==> config.mk <==
export PLATFORM = sky130hd
export DESIGN_NAME = ad9958_spi_arbiter
export DESIGN_NICKNAME = d
export VERILOG_FILES = /design/src/rtl/ad9958_spi_arbiter.sv
export SDC_FILE = /design/constraint.sdc
export NUM_CORES = 1
export LEC_CHECK = 0
export ABC_AREA = 0
export BUFFER_PORTS_ARGS = -buffer_cell sky130_fd_sc_hd__buf_2
export CORE_MARGIN = 10
export CORE_UTILIZATION = 30
export CTS_CLUSTER_SIZE = 24
export DETAILED_ROUTE_END_ITERATION = 12
export SLEW_MARGIN = 10
export SYNTH_ARGS = -nofsm -noshare
export SYNTH_HDL_FRONTEND = slang
export SYNTH_SLANG_ARGS = --single-unit
==> constraint.sdc <==
create_clock -name clock -period 6.15 [get_ports clock]
set_input_delay 1.845 -clock clock [delete_from_list [all_inputs] [get_ports clock]]
set_output_delay 1.845 -clock clock [all_outputs]
set_load 0.1 [all_outputs]
==> src/rtl/ad9958_spi_arbiter.sv <==
// rtl/ad9958_spi_arbiter.sv - round-robin arbiter with lock sharing one AD9958 SPI serializer
// Optional busy watchdog enabled by defining AD9958_ARB_WDT_EN.
module ad9958_spi_arbiter #(
   parameter int NUM_REQ       = 2,
   parameter int PACK_W        = 5,
   parameter int DATA_W        = 64,
   parameter int START_TIMEOUT = 4,
   parameter int WDT_CYCLES    = 4096
) (
   input  logic                      clock,
   input  logic                      reset_n,
   input  logic [NUM_REQ-1:0]        req_valid,
   input  logic [NUM_REQ-1:0]        req_lock,
   input  logic [NUM_REQ*PACK_W-1:0] req_packs,
   input  logic [NUM_REQ*DATA_W-1:0] req_data,
   output logic [NUM_REQ-1:0]        req_accept,
   output logic [NUM_REQ-1:0]        req_done,
   output logic [1:0]                grant_id,
   output logic                      grant_active,
   output logic                      spi_trigger,
   output logic [PACK_W-1:0]         spi_packs_to_send,
   output logic [DATA_W-1:0]         spi_data_input,
   input  logic                      spi_busy
`ifdef AD9958_ARB_WDT_EN
   ,
   output logic                      wdt_error
`endif
);

   localparam int ST_W = (START_TIMEOUT > 1) ? $clog2(START_TIMEOUT) : 1;

   typedef enum logic [1:0] {IDLE, WAIT_START, WAIT_END, DONE} state_t;

   state_t              state, state_d;
   logic [1:0]          rr_ptr, rr_d;
   logic                lock_valid, lock_valid_d;
   logic [1:0]          lock_owner, lock_owner_d;
   logic [1:0]          grant_id_d;
   logic                grant_active_d;
   logic                trigger_d;
   logic [NUM_REQ-1:0]  accept_d, done_d;
   logic [PACK_W-1:0]   packs_d;
   logic [DATA_W-1:0]   data_d;
   logic [ST_W-1:0]     st_cnt, st_cnt_d;
   logic                zero_pend, zero_d;
   logic                go_done;

   logic [NUM_REQ-1:0]  owner_mask, grant_mask, eligible;
   logic                owner_lock, cur_lock, lock_hold;
   logic                found;
   logic [1:0]          win;
   logic [PACK_W-1:0]   win_packs;
   logic [DATA_W-1:0]   win_data;

`ifdef AD9958_ARB_WDT_EN
   localparam int WDT_W = (WDT_CYCLES > 1) ? $clog2(WDT_CYCLES) : 1;
   logic [WDT_W-1:0]    wdt_cnt, wdt_cnt_d;
   logic                wdt_error_d;
   logic                wdt_rel, wdt_rel_d;
`endif

   always_comb begin
      owner_mask = '0;
      grant_mask = '0;
      for (int j = 0; j < NUM_REQ; j++) begin
         owner_mask[j] = (j == int'(lock_owner));
         grant_mask[j] = (j == int'(grant_id));
      end
   end

   assign owner_lock = |(owner_mask & req_lock);
   assign cur_lock   = |(grant_mask & req_lock);
   // A held lock hides every other requester, even while the owner is not valid.
   assign lock_hold  = lock_valid && owner_lock;
   assign eligible   = lock_hold ? (req_valid & owner_mask) : req_valid;

   always_comb begin
      found     = 1'b0;
      win       = '0;
      win_packs = '0;
      win_data  = '0;
      for (int k = 1; k <= NUM_REQ; k++) begin
         for (int j = 0; j < NUM_REQ; j++) begin
            if (!found && (j == (int'(rr_ptr) + k) % NUM_REQ) && eligible[j]) begin
               found     = 1'b1;
               win       = 2'(j);
               win_packs = req_packs[j*PACK_W +: PACK_W];
               win_data  = req_data[j*DATA_W +: DATA_W];
            end
         end
      end
   end

   always_comb begin
      state_d        = state;
      rr_d           = rr_ptr;
      lock_valid_d   = lock_valid;
      lock_owner_d   = lock_owner;
      grant_id_d     = grant_id;
      grant_active_d = grant_active;
      trigger_d      = 1'b0;
      accept_d       = '0;
      done_d         = '0;
      packs_d        = spi_packs_to_send;
      data_d         = spi_data_input;
      st_cnt_d       = st_cnt;
      zero_d         = zero_pend;
      go_done        = 1'b0;
`ifdef AD9958_ARB_WDT_EN
      wdt_cnt_d      = wdt_cnt;
      wdt_error_d    = wdt_error;
      wdt_rel_d      = wdt_rel;
`endif
      case (state)
         IDLE: begin
            if (lock_valid && !owner_lock) begin
               lock_valid_d = 1'b0;
            end
            if (found) begin
               state_d        = WAIT_START;
               grant_id_d     = win;
               grant_active_d = 1'b1;
               st_cnt_d       = '0;
               zero_d         = (win_packs == '0);
               for (int j = 0; j < NUM_REQ; j++) begin
                  accept_d[j] = (j == int'(win));
               end
               // Zero-length words are acknowledged without touching the serializer.
               if (win_packs != '0) begin
                  trigger_d = 1'b1;
                  packs_d   = win_packs;
                  data_d    = win_data;
               end
            end
         end
         WAIT_START: begin
            if (zero_pend) begin
               go_done = 1'b1;
            end else if (spi_busy) begin
               state_d = WAIT_END;
`ifdef AD9958_ARB_WDT_EN
               wdt_cnt_d = '0;
`endif
            end else if (st_cnt == ST_W'(START_TIMEOUT - 1)) begin
               go_done = 1'b1;
            end else begin
               st_cnt_d = st_cnt + 1'b1;
            end
         end
         WAIT_END: begin
            if (!spi_busy) begin
               go_done = 1'b1;
`ifdef AD9958_ARB_WDT_EN
            end else if (wdt_cnt == WDT_W'(WDT_CYCLES - 1)) begin
               go_done     = 1'b1;
               wdt_error_d = 1'b1;
               wdt_rel_d   = 1'b1;
            end else begin
               wdt_cnt_d = wdt_cnt + 1'b1;
`endif
            end
         end
         DONE: begin
            state_d      = IDLE;
            rr_d         = grant_id;
            lock_owner_d = grant_id;
`ifdef AD9958_ARB_WDT_EN
            lock_valid_d = cur_lock && !wdt_rel;
            wdt_rel_d    = 1'b0;
`else
            lock_valid_d = cur_lock;
`endif
         end
         default: state_d = IDLE;
      endcase
      if (go_done) begin
         state_d        = DONE;
         done_d         = grant_mask;
         grant_active_d = 1'b0;
      end
   end

   always_ff @(posedge clock) begin
      if (!reset_n) begin
         state             <= IDLE;
         rr_ptr            <= '0;
         lock_valid        <= 1'b0;
         lock_owner        <= '0;
         grant_id          <= '0;
         grant_active      <= 1'b0;
         spi_trigger       <= 1'b0;
         req_accept        <= '0;
         req_done          <= '0;
         spi_packs_to_send <= '0;
         spi_data_input    <= '0;
         st_cnt            <= '0;
         zero_pend         <= 1'b0;
      end else begin
         state             <= state_d;
         rr_ptr            <= rr_d;
         lock_valid        <= lock_valid_d;
         lock_owner        <= lock_owner_d;
         grant_id          <= grant_id_d;
         grant_active      <= grant_active_d;
         spi_trigger       <= trigger_d;
         req_accept        <= accept_d;
         req_done          <= done_d;
         spi_packs_to_send <= packs_d;
         spi_data_input    <= data_d;
         st_cnt            <= st_cnt_d;
         zero_pend         <= zero_d;
      end
   end

`ifdef AD9958_ARB_WDT_EN
   always_ff @(posedge clock) begin
      if (!reset_n) begin
         wdt_cnt   <= '0;
         wdt_error <= 1'b0;
         wdt_rel   <= 1'b0;
      end else begin
         wdt_cnt   <= wdt_cnt_d;
         wdt_error <= wdt_error_d;
         wdt_rel   <= wdt_rel_d;
      end
   end
`endif

endmodule

==> results.sh <==
export IMPL_critPathKind="primary input to flop"
export IMPL_fin_skew_ns=0.004157
export IMPL_ctsResizeCount=0
export IMPL_ys_warn_count=0
export IMPL_antennaDiodeCount=0
export IMPL_die_area_mm2=0.01764
export IMPL_core_region_area_mm2=0.01257
export IMPL_r2r_cells=5
export IMPL_peakVddDrop_v=0.0002115
export IMPL_synth_area_per_cell_um2=9.092
export IMPL_final_hold_violation_count=0
export IMPL_crit_path_end_kind="flop"
export IMPL_max_stage_delay_ns=0.76
export IMPL_max_freq_mhz=258.3
export IMPL_netlist_area_mm2=0.003819
export IMPL_io_pins=222
export IMPL_start_util_pct=30.38
export IMPL_antenna_found_initial=0
export IMPL_synth_ff_type="dfxtp_1"
export IMPL_power_leakage_uw=0.002328
export IMPL_syn_inst=420
export IMPL_postCtsSetupRepairBufs=0
export IMPL_slowest_stage="and2_4"
export IMPL_critPathLaunchType="primary input"
export IMPL_yosysTopAreaCell="dfxtp_1"
export IMPL_drc=0
export IMPL_grt_pass1_wl_um=21640
export IMPL_synthTopCellsByArea="dfxtp_1, a22oi_1, a211oi_1"
export IMPL_ys_seq_elements=83
export IMPL_period_needed_ns=3.872
export IMPL_dieWidth_um=132.8
export IMPL_cts_max_level=3
export IMPL_row_count=41
export IMPL_clock_root_buffer="clkbuf_16"
export IMPL_place_ws_ns=1.953
export IMPL_via_per_inst=5.088
export IMPL_syn_num_nets=570
export IMPL_drive_gt1_share_pct=41.87
export IMPL_outcome="completed"
export IMPL_synth_most_common_cell="dfxtp_1"
export IMPL_clkSinkCount=83
export IMPL_cts_tree="done"
export IMPL_crit_chain="buf_2 > and2_1 > a221oi_4 > a22o_2 > and2_4 > a211oi_1"
export IMPL_cts_hold_fix_buffers=0
export IMPL_ys_seq_area_share_pct=43.51
export IMPL_clock_latency_ns=0.33
export IMPL_wl_per_cell_um=17.26
export IMPL_first_global_vias=4271
export IMPL_period_share_pct=62.95
export IMPL_synth_edf_count=0
export IMPL_grt_max_degree=75
export IMPL_postRouteAntennaNets=0
export IMPL_place_hpwl_um=9935
export IMPL_arrival_ns=4.04
export IMPL_synthArstFlopShare_pct=0
export IMPL_maxCapViolations=0
export IMPL_fill_cells=1267
export IMPL_critPathMaxFanout=69
export IMPL_min_path_type="flop to flop"
export IMPL_slew_viol_final=0
export IMPL_ys_types=38
export IMPL_syn_to_final_growth_pct=37.65
export IMPL_nets=754
export IMPL_place_gp_congestion=0.7395
export IMPL_grt_usage_pct=14.68
export IMPL_cts_buffers=9
export IMPL_die_h_um=132.8
export IMPL_pwr_density_cell_mw_per_mm2=558.9
export IMPL_clkTransAtPathRegs_ns=0.06
export IMPL_vias=3974
export IMPL_holdPathStages=2
export IMPL_rsz0062_at_grt="no"
export IMPL_dr_pass1_iters=4
export IMPL_final_setup_viol_count=0
export IMPL_routed_wl_um=13480
export IMPL_whs_ns=0.4744
export IMPL_fin_tns_setup_ns=0
export IMPL_worst_slew_pin_slew_ns=0.8330
export IMPL_cts_buffer_depth=2
export IMPL_setup_slack_ns=2.278
export IMPL_synth_top_area_share_pct=43.51
export IMPL_synth_common_cells="dfxtp_1, a21oi_1, a22oi_1, a211oi_1, clkbuf_1"
export IMPL_port_buffers=220
export IMPL_crit_required_ns=6.32
export IMPL_drt_iter0_drc=208
export IMPL_relSlewSlack_pct=44.46
export IMPL_grt_ovfl_total=0
## registers in the layout (all words and copies together), names as in the netlist
signal             count
grant_active           1
spi_trigger            1
lock_valid             1
zero_pend              1
st_cnt                 2
state                  2
req_done               2
grant_id               1
lock_owner             1
req_accept             2
spi_data_input        64
spi_packs_to_send      5
## power breakdown
part | switching, uW | internal, uW | leakage, uW
clock | 207 | 346 | 0.000155
sequential | 79.4 | 681 | 0.000684
combinational | 1320 | 302 | 0.00149
total | 1610 | 1330 | 0.00233
## cells in the final DEF, fill, tap and decap left out, types with 2 or more instances in the layout
cell       count
a211oi_1      59
a211oi_2       7
a21oi_1       69
a22oi_1       69
and2_1         2
and3_1         2
buf_2        220
buf_4          5
clkbuf_16      9
clkbuf_8       3
clkinv_2       2
dfxtp_1       83
ha_1           5
inv_1          6
mux2i_1        6
nand2_1       13
nand2b_1       5
nor2_1         8
nor2b_1        3
nor3_1         6
o21ai_0        5
o22ai_1        3
## cell type report
| type | count | area [um^2] | area share, % |
|---|---|---|---|
| clock buffers | 12 | 266.5 | 5.070 |
| inverters | 7 | 26.28 | 0.4999 |
| clock inverters | 4 | 47.55 | 0.9045 |
| repair buffers | 225 | 1139 | 21.66 |
| well taps | 172 | 215.2 | 4.094 |
| flip-flops and latches | 83 | 1662 | 31.61 |
| multi-input cells | 278 | 1901 | 36.16 |
## metal layers
metal  global-route usage, %  up-vias  share of wire, %  routed length, um
li1                        -     1977                 -                  -
met1                   17.31     1846                43               5792
met2                   24.13      141                48               6462
met3                   5.110       10               7.9               1071
met4                   5.134        0               1.2                156
met5                       0        -                 0                  0
## stage by stage
| stage | utilization, % | power (uW) | cells | area [um^2] |
|---|---|---|---|---|
| 2_1_floorplan | - | 2137 | 420 | 3819 |
| 3_3_place_gp | 39.32 | 2387 | 765 | 4942 |
| 3_5_place_dp | 39.32 | 2406 | 765 | 4942 |
| 4_1_cts | 41.82 | 2967 | 781 | 5256 |
| 5_1_grt | 41.82 | 3077 | 781 | 5256 |
| 6_report | 41.82 | 2938 | 781 | 5256 |
## final timing paths
check / to / startpoint / slack (ns)
max reg2reg: spi_data_input[31]$_SDFFE_PN0P_ / lock_owner[0]$_SDFFE_PN0P_ / 3.50
max: spi_data_input[31]$_SDFFE_PN0P_ / req_lock[1] / 2.28
min reg2reg: spi_packs_to_send[1]$_SDFFE_PN0P_ / spi_packs_to_send[1]$_SDFFE_PN0P_ / 0.47
min: spi_packs_to_send[1]$_SDFFE_PN0P_ / spi_packs_to_send[1]$_SDFFE_PN0P_ / 0.47
## cells by family (layout without fill, tap and decap cells)
kind of cell | count (synthesis) | count (layout) | share of synthesized area (%)
buffers and inverters | 59 | 248 | 7.077
AOI/OAI and AO/OA | 219 | 219 | 39.45
and+or+nand+nor | 45 | 45 | 6.062
DFF | 83 | 83 | 43.51
other | 1 | 1 | 0.09820
muxes | 8 | 8 | 2.163
adders and majority gates | 5 | 5 | 1.638
## worst max-delay path: cells and delay by family
| family | cells | cell delay (ns) |
|---|---|---|
| AOI/OAI and AO/OA | 3 | 1.04 |
| buffers and inverters | 1 | 0.12 |
| and+or+nand+nor | 2 | 0.95 |
(Power assumes the default switching activity.)
